File: src/rtl/mem_arbiter.sv
// Byte-serial external memory arbiter between the instruction-fetch (IF) and load/store (LS) ports.
// Optional IF anti-starvation arbitration is compiled in with `define MEM_ARB_FAIR_EN.
module mem_arbiter #(
  parameter int ADDR_WIDTH = 32,
  parameter int STARVE_MAX = 8
) (
  input  logic                  clk,
  input  logic                  rst,
  input  logic                  rdy,
  input  logic                  if_req,
  input  logic [ADDR_WIDTH-1:0] if_addr,
  input  logic                  if_abort,
  output logic                  if_done,
  output logic [31:0]           if_data,
  input  logic                  ls_req,
  input  logic                  ls_wr,
  input  logic [ADDR_WIDTH-1:0] ls_addr,
  input  logic [2:0]            ls_size,
  input  logic [31:0]           ls_wdata,
  output logic                  ls_done,
  output logic [31:0]           ls_rdata,
  input  logic [7:0]            mem_din,
  output logic [7:0]            mem_dout,
  output logic                  mem_wr,
  output logic [ADDR_WIDTH-1:0] mem_a
);

  typedef enum logic [1:0] {IDLE = 2'd0, ISSUE = 2'd1, TAIL = 2'd2} state_t;

  typedef struct packed {
    state_t                state;
    logic                  owner_ls;
    logic                  op_wr;
    logic [ADDR_WIDTH-1:0] addr;
    logic [1:0]            last;
    logic [31:0]           wdata;
    logic [1:0]            beat;
    logic [31:0]           rbuf;
    logic                  rd_pend;
    logic [1:0]            rd_idx;
    logic                  abort;
    logic                  if_done;
    logic [31:0]           if_data;
    logic                  ls_done;
    logic [31:0]           ls_rdata;
    logic [ADDR_WIDTH-1:0] mem_a;
    logic                  mem_wr;
    logic [7:0]            mem_dout;
  } regs_t;

  regs_t r, n;
  logic  if_pend, if_first, idle_go, grant_ls, grant_if;
  logic [31:0] cap;

  function automatic logic [1:0] size_last(input logic [2:0] size);
    case (size)
      3'd1:    return 2'd0;
      3'd2:    return 2'd1;
      default: return 2'd3;
    endcase
  endfunction

  assign if_pend  = if_req && !if_abort;
  assign idle_go  = (r.state == IDLE) && rdy;
  assign grant_ls = idle_go && ls_req && !if_first;
  assign grant_if = idle_go && if_pend && !grant_ls;

`ifdef MEM_ARB_FAIR_EN
  localparam int SW = $clog2(STARVE_MAX + 1);
  logic [SW-1:0] starve_q, starve_n;

  assign if_first = if_pend && (starve_q >= SW'(STARVE_MAX));

  always_comb begin
    starve_n = starve_q;
    if (!if_req || grant_if)    starve_n = '0;
    else if (grant_ls && if_pend) starve_n = starve_q + 1'b1;
  end

  always_ff @(posedge clk or posedge rst) begin
    if (rst) starve_q <= '0;
    else     starve_q <= starve_n;
  end
`else
  // Strict LS priority; STARVE_MAX only has meaning with fairness enabled.
  assign if_first = (STARVE_MAX < 0);
`endif

  always_comb begin
    // NOTE: take a full copy of the registers first so every field has a value on every path (no latches).
    n         = r;
    n.if_done = 1'b0;
    n.ls_done = 1'b0;
    // A read byte arrives the cycle after a beat that was actually issued, even if that cycle stalls.
    n.rd_pend = (r.state == ISSUE) && !r.op_wr && rdy;
    n.rd_idx  = r.beat;
    cap       = r.rbuf;
    if (r.rd_pend) cap[{r.rd_idx, 3'b000} +: 8] = mem_din;
    n.rbuf    = cap;
    if (r.state != IDLE && !r.owner_ls && if_abort) n.abort = 1'b1;

    case (r.state)
      IDLE: begin
        if (grant_ls || grant_if) begin
          n.state    = ISSUE;
          n.owner_ls = grant_ls;
          n.op_wr    = grant_ls && ls_wr;
          n.addr     = grant_ls ? ls_addr : if_addr;
          n.last     = grant_ls ? size_last(ls_size) : 2'd3;
          n.wdata    = grant_ls ? ls_wdata : 32'h0;
          n.beat     = 2'd0;
          n.rbuf     = 32'h0;
          n.abort    = 1'b0;
          n.mem_a    = n.addr;
          n.mem_wr   = n.op_wr;
          n.mem_dout = n.wdata[7:0];
        end
      end
      ISSUE: begin
        if (rdy) begin
          if (r.beat == r.last) begin
            n.mem_a    = '0;
            n.mem_wr   = 1'b0;
            n.mem_dout = 8'h0;
            if (r.op_wr) begin
              n.state   = IDLE;
              n.ls_done = 1'b1;
            end else begin
              n.state = TAIL;
            end
          end else begin
            n.beat     = r.beat + 2'd1;
            n.mem_a    = r.addr + ADDR_WIDTH'(n.beat);
            n.mem_dout = r.wdata[{n.beat, 3'b000} +: 8];
          end
        end
      end
      TAIL: begin
        if (rdy) begin
          n.state = IDLE;
          if (r.owner_ls) begin
            n.ls_done  = 1'b1;
            n.ls_rdata = cap;
          end else if (!n.abort) begin
            n.if_done = 1'b1;
            n.if_data = cap;
          end
        end
      end
      default: n.state = IDLE;
    endcase
  end

  // NOTE: the whole register set, including the read assembly buffer, is reset so a reset mid-transfer leaves nothing half-done.
  always_ff @(posedge clk or posedge rst) begin
    if (rst) r <= '0;
    else     r <= n;
  end

  assign if_done  = r.if_done;
  assign if_data  = r.if_data;
  assign ls_done  = r.ls_done;
  assign ls_rdata = r.ls_rdata;
  assign mem_a    = r.mem_a;
  assign mem_dout = r.mem_dout;
  // Write strobe is masked while frozen so a held beat is never written twice.
  assign mem_wr   = r.mem_wr && rdy;

endmodule

File: config.mk
export PLATFORM = sky130hd
export DESIGN_NAME = mem_arbiter
export DESIGN_NICKNAME = d
export VERILOG_FILES = /design/src/rtl/mem_arbiter.sv
export SDC_FILE = /design/constraint.sdc
export NUM_CORES = 1
export LEC_CHECK = 0
export ABC_AREA = 1
export CAP_MARGIN = 20
export CORE_MARGIN = 4
export CORE_UTILIZATION = 52
export CTS_BUF_LIST = sky130_fd_sc_hd__clkbuf_8 sky130_fd_sc_hd__clkbuf_16
export CTS_CLUSTER_DIAMETER = 150
export DETAILED_ROUTE_END_ITERATION = 16
export GPL_TIMING_DRIVEN = 0
export PLACE_DENSITY = 0.84
export REMOVE_ABC_BUFFERS = 1
export SKIP_CTS_REPAIR_TIMING = 1
export SYNTH_ARGS = -nofsm -noshare
export SYNTH_HDL_FRONTEND = slang
export SYNTH_SLANG_ARGS = --single-unit
File: constraint.sdc
create_clock -name clk -period 8.7 [get_ports clk]
set_input_delay 0.87 -clock clk [delete_from_list [all_inputs] [get_ports clk]]
set_output_delay 0.87 -clock clk [all_outputs]
set_load 0.05 [all_outputs]
-- Word level (Yosys, flattened, before mapping)
Cells that the tools add are included.
- register bits: 215
- input port bits: 114
- output and inout port bits: 107
- $add $sub $neg: 3
- equal/unequal tests: 10
- shifts and indexed selects: 3
- mux-type cells: 34
- bitwise gates (word level): 2
- reductions and logical operators: 26
- operators with widths (operator ; count):
    32-bit two-way mux ; 5
    33-bit two-way mux ; 4
    104-bit two-way mux ; 1
    41-bit two-way mux ; 2
    41-bit one-hot mux with 2 select lines ; 1
    66-bit two-way mux ; 1
    32-bit by 2-bit adder with 32-bit output ; 1
    32-bit bitwise mux ; 1
    8-bit by 7-bit variable shift with 32-bit output, first input constant ; 1
    32-bit by 6-bit variable part select with 8-bit output ; 1
    8-bit by 7-bit variable part select with 32-bit output ; 1
    4-bit AND reduction ; 4
    2-bit two-way mux ; 7
    1-bit logical AND ; 11
    8-bit two-way mux ; 1
    2-bit one-hot mux with 2 select lines ; 2
    1-bit two-way mux ; 7
    5-bit negator with 7-bit output ; 1
    2-bit inequality test, second input constant ; 3
    2-bit one-hot mux with 3 select lines ; 1
    3-bit AND reduction ; 2
    1-bit logical NOT ; 4
    2-bit by 1-bit inequality test with 1-bit output, second input constant ; 2
    2-bit nonzero test ; 2
    11 further kinds ; 12

-- Longest topological paths before layout
- word-level depth: 8
- mapped depth: 13

-- Worst setup path after synthesis
Ideal clock, no wire load.
- kind: register to register
- from: reg r (netlist bit n[108])
- to: reg r (netlist bit mem_a[20])
- library setup time: 73 ps
- arrival time: 2291 ps
- required time: 8627 ps
- setup slack: 6336 ps
- stages on the path, launching flop included: 13
- buffers on the path: 0
- clock period less this slack: 2364 ps
- cell sequence: dfrtp_1 -> nand2_1 -> clkinv_1 -> nor2_1 -> inv_1 -> fa_1 -> nor2_1 -> nand2_1 -> nor2_1 -> nand2_1 -> nand2_1 -> nand3_1 -> a21oi_2
- cells in the longest elaborated chain, start to end: 5
- elaborated cells between the ends (all ways): 6
- ends and longest elaborated chain (item ; RTL line ; text):
    start, declared ; 51 ; regs_t r, n;
    start signal, assigned ; 157 ; else r <= n;
    2-bit by 1-bit adder with 2-bit output ; 132 ; n.beat = r.beat + 2'd1;
    32-bit by 2-bit adder with 32-bit output ; 133 ; n.mem_a = r.addr + ADDR_WIDTH'(n.beat);
    32-bit two-way mux (*) ; 121 ; if (r.beat == r.last) begin
    41-bit two-way mux (*) ; 120 ; if (rdy) begin
    41-bit one-hot mux with 2 select lines (*) ; 102 ; case (r.state)
Mark *: on every way between the ends. The rest lies on a longest branch, timed or not. The select of a mux whose other input is x is not followed.
A chain may end at the register's enable or synchronous reset.

-- Worst setup path in the final report
- from: in rdy
- to: reg r (netlist bit n[109])
- cells in the longest elaborated chain, start to end: 7
- elaborated cells between the ends (all ways): 9
- ends and longest elaborated chain (item ; RTL line ; text):
    start, declared ; 9 ; input logic rdy,
    1-bit logical AND ; 64 ; assign idle_go = (r.state == IDLE) && rdy;
    1-bit logical AND ; 65 ; assign grant_ls = idle_go && ls_req && !if_first;
    1-bit logical NOT ; 66 ; assign grant_if = idle_go && if_pend && !grant_ls;
    1-bit logical AND ; 66 ;
    1-bit logical OR ; 104 ; if (grant_ls || grant_if) begin
    2-bit by 1-bit inequality test with 1-bit output (no line) ; n/a ;
    4-bit AND reduction (no line) (*) ; n/a ;
Mark *: on every way between the ends. The rest lies on a longest branch, timed or not.

==> summary.md <==
| Metric | Value |
|---|---|
| Placer Congestion | 0.8694 |
| Fraction of layout cells with a size suffix above 1 | 3.789% |
| Vias in the first global route | 9102 |
| Initial antenna violation count | 2 |
| Pwr per Cell Area | 330.4 nW/um2 |
| Final Hold Vio Count | 0 |
| Yosys top cell by area | dfrtp_1 |
| DR iter-0 viols | 538 |
| R2R depth | 11 |
| Clock Latency Late Sink | 0.51 ns |
| Ys async rst share | 100.0% |
| H-tree depth | 1 |
| GRT Total Usage | 23.33% |
| Worst setup EP type | register |
| Synthesized instance count | 1377 |
| Placed cell area | 12570 um2 |
| Critical Path RT | 9.08 ns |
| Nets@finish | 1590 |
| Commonest cells after routing, fill and taps aside | 376 x nand2_1, 220 x clkdlybuf4s50_1, 215 x dfrtp_1 |
| CTS max path bufs | 3 |
| CP Launch Point | rdy |
| Primary FF master, synth | dfrtp_1 |
| Max VDD drop | 265.1 uV |
| WL/cell | 16.16 um |
| Most common cell after layout, fill and taps aside | nand2_1 |
| Ranking of synthesized cells by area | dfrtp_1 49%, nand2_1 13%, buf_4 7.2% |
| Max_cap viols | 0 |
| Status | finished clean |
| First-pass GRT wire length | 45.77 mm |
| Crit path largest cell delay | 0.81 ns |
| Delay-heaviest family, CP | simple AND/OR/NAND/NOR gates |
| Worst-path fanout max | 51 |
| Unrepaired setup endpoints after global routing | no |
| Register area share after synthesis | 49.16% |
| Peak Freq | 207.7 MHz |
| Clk Tree Root Cell | clkbuf_16 |
| Final worst-path cycle share | 55.35% |
| Vias per cell | 5.328 |
| Synth top area share | 49.16% |
| Netlist cell types | 37 |
| Reg clk slew, reported paths | 0.06 ns |
| Pre-antenna DRT Iters | 7 |
| Area Overhead vs Synth | 21.71% |
| Post-synth EDFFs | 0 |
| Initial Util | 53.40% |
| Core area | 20490 um2 |
| Drt drc | 0 |
| IO buf count | 220 |
| Setup violations, final | 0 |
| Number of buffers created by CTS | 23 |
| RR Startpoint | r[213]$_DFFE_PP0P_ |
| Mean Syn Cell Area | 7.948 um2 |
| Critical Path Stages | 10 |
| DP HPWL | 19.70 mm |
| Synthesis Warnings | 0 |
| Reg-to-Reg End | n[109]$_DFFE_PP0P_ |
| DIE HEIGHT | 153.1 um |
| Flop2flop setup slack | 4.04 ns |
| CTS Sinks | 215 |
| Total power | 4.401 mW |
| Worst setup SP type | primary input |
| Mapped Area | 10940 um2 |
| Synth Register Bits | 215 |
| Tmin final | 4.816 ns |
| Detailed Route WL | 28.26 mm |
| CP max stage cell | nand2_4 |
| CP most frequent cell | nand2_1 |
| Grt ovf | 0 |
| Largest net degree at the start of global routing | 115 |
| Die Wd | 153.1 um |
| TritonCTS clock tree | yes |
| Arr. time, crit path | 5.20 ns |
| Leakage power | 6.069 nW |
| Worst-Margin Slew | 0.9588 ns |
| Crit path cell chain | clkdlybuf4s50_1 -> nand3_2 -> nand2_4 -> inv_2 -> o21ai_2 -> nand2_2 -> clkinv_2 -> nand2_1 -> nand2_1 -> o21ai_0 |
| Cell area after layout | 13320 um2 |
| Io pins | 221 |
| Final Skew | 0.01323 ns |
| Remaining antenna violation count after routing | 0 |
| DR vias | 9318 |
| Rel. slew slack | 36.08% |
| Die Area | 23430 um2 |
| Crit path buf inv count | 3 |
| Max Slew Vio Count | 0 |
| WS Path Type | in2reg |
| Row count | 52 |
| Hold Path Class | reg2reg |
| Worst setup path end | n[109]$_DFFE_PP0P_ |
==> power breakdown <==
part | internal (mW) | total, mW | leakage (nW) | switching [mW]
clock network | 0.580 | 0.967 | 0.383 | 0.387
registers | 1.31 | 1.56 | 2.80 | 0.253
logic | 0.623 | 1.87 | 2.89 | 1.25
total | 2.51 | 4.40 | 6.07 | 1.89
==> synthesized netlist by cell type, types with 3 or more instances <==
master and count:
a21boi_0 26, a21oi_1 31, a22o_1 20, a22oi_1 8, buf_2 23, buf_4 105
buf_6 3, clkbuf_1 29, clkinv_1 3, dfrtp_1 215, ha_1 10, inv_1 103
nand2_1 377, nand3_1 44, nand4_1 7, nor2_1 173, o21ai_0 156, o21ai_1 5
o21bai_1 5, o22ai_1 9, or2_2 4
==> layer usage <==
layer | track usage (%) | share of wire, %
met5 | 0 | 0.046
met2 | 40.79 | 50
met4 | 5.897 | 1.9
met3 | 4.665 | 8.1
met1 | 29.87 | 40
==> per-stage QoR <==
step	util [%]	setup WS [ns]	setup TNS, ns	cells	hold slack, ns
4_1_cts	64.98	3.789	0	1748	0.4750
5_1_grt	64.99	3.436	0	1749	0.4925
3_3_place_gp	60.65	-0.7099	-150.22	1705	0.4540
6_report	64.99	3.884	0	1749	0.4716
3_5_place_dp	61.33	3.258	0	1710	0.4606
2_1_floorplan	-	1.951	0	1215	0.4426
==> cells by family after synthesis <==
logic type,after synthesis,share of synthesized area [%]
compound gates,265,13.91
simple gates,613,22.02
fa+ha+maj,11,1.326
buf+inv,270,13.34
flops,215,49.16
xor+xnor,3,0.2401
==> state kept, by name, indices dropped and copies added (netlist names) <==
signal,flops
r,107
mem_dout,8
ls_rdata,32
mem_a,32
if_data,32
if_done,1
ls_done,1
n,2
==> cell type report <==
class,instances,area [um2]
antenna,1,2.502
clock buffer,28,644.4
inverter,108,415.4
clock inverter,10,103.9
fill,1733,7174
multi-input combinational,892,4119
sequential,215,5380
tap,270,337.8
timing repair buffer,225,2317
==> how the worst min path moves through the flow <==
stage,start,end,slack (ns),depth (start not counted)
CTS,r[150]$_DFFE_PP0P_,r[150]$_DFFE_PP0P_,0.48,2
finish,r[171]$_DFFE_PP0P_,r[171]$_DFFE_PP0P_,0.47,2
detailed placement,r[150]$_DFFE_PP0P_,r[150]$_DFFE_PP0P_,0.46,2
floorplan,r[145]$_DFFE_PP0P_,r[145]$_DFFE_PP0P_,0.44,2
global route,r[151]$_DFFE_PP0P_,r[151]$_DFFE_PP0P_,0.49,2
global placement,r[151]$_DFFE_PP0P_,r[151]$_DFFE_PP0P_,0.45,2
==> worst register-to-register path, delay by kind of cell (launching register included) <==
family                   cells  cell delay, ns
AND/OR/NAND/NOR              5            2.23
buffers and inverters        3            1.47
flip-flops                   1            0.39
adder cells (fa/ha/maj)      1            0.27
AO/OA/AOI/OAI                2            0.22
Power figures use the tool's default switching activity.
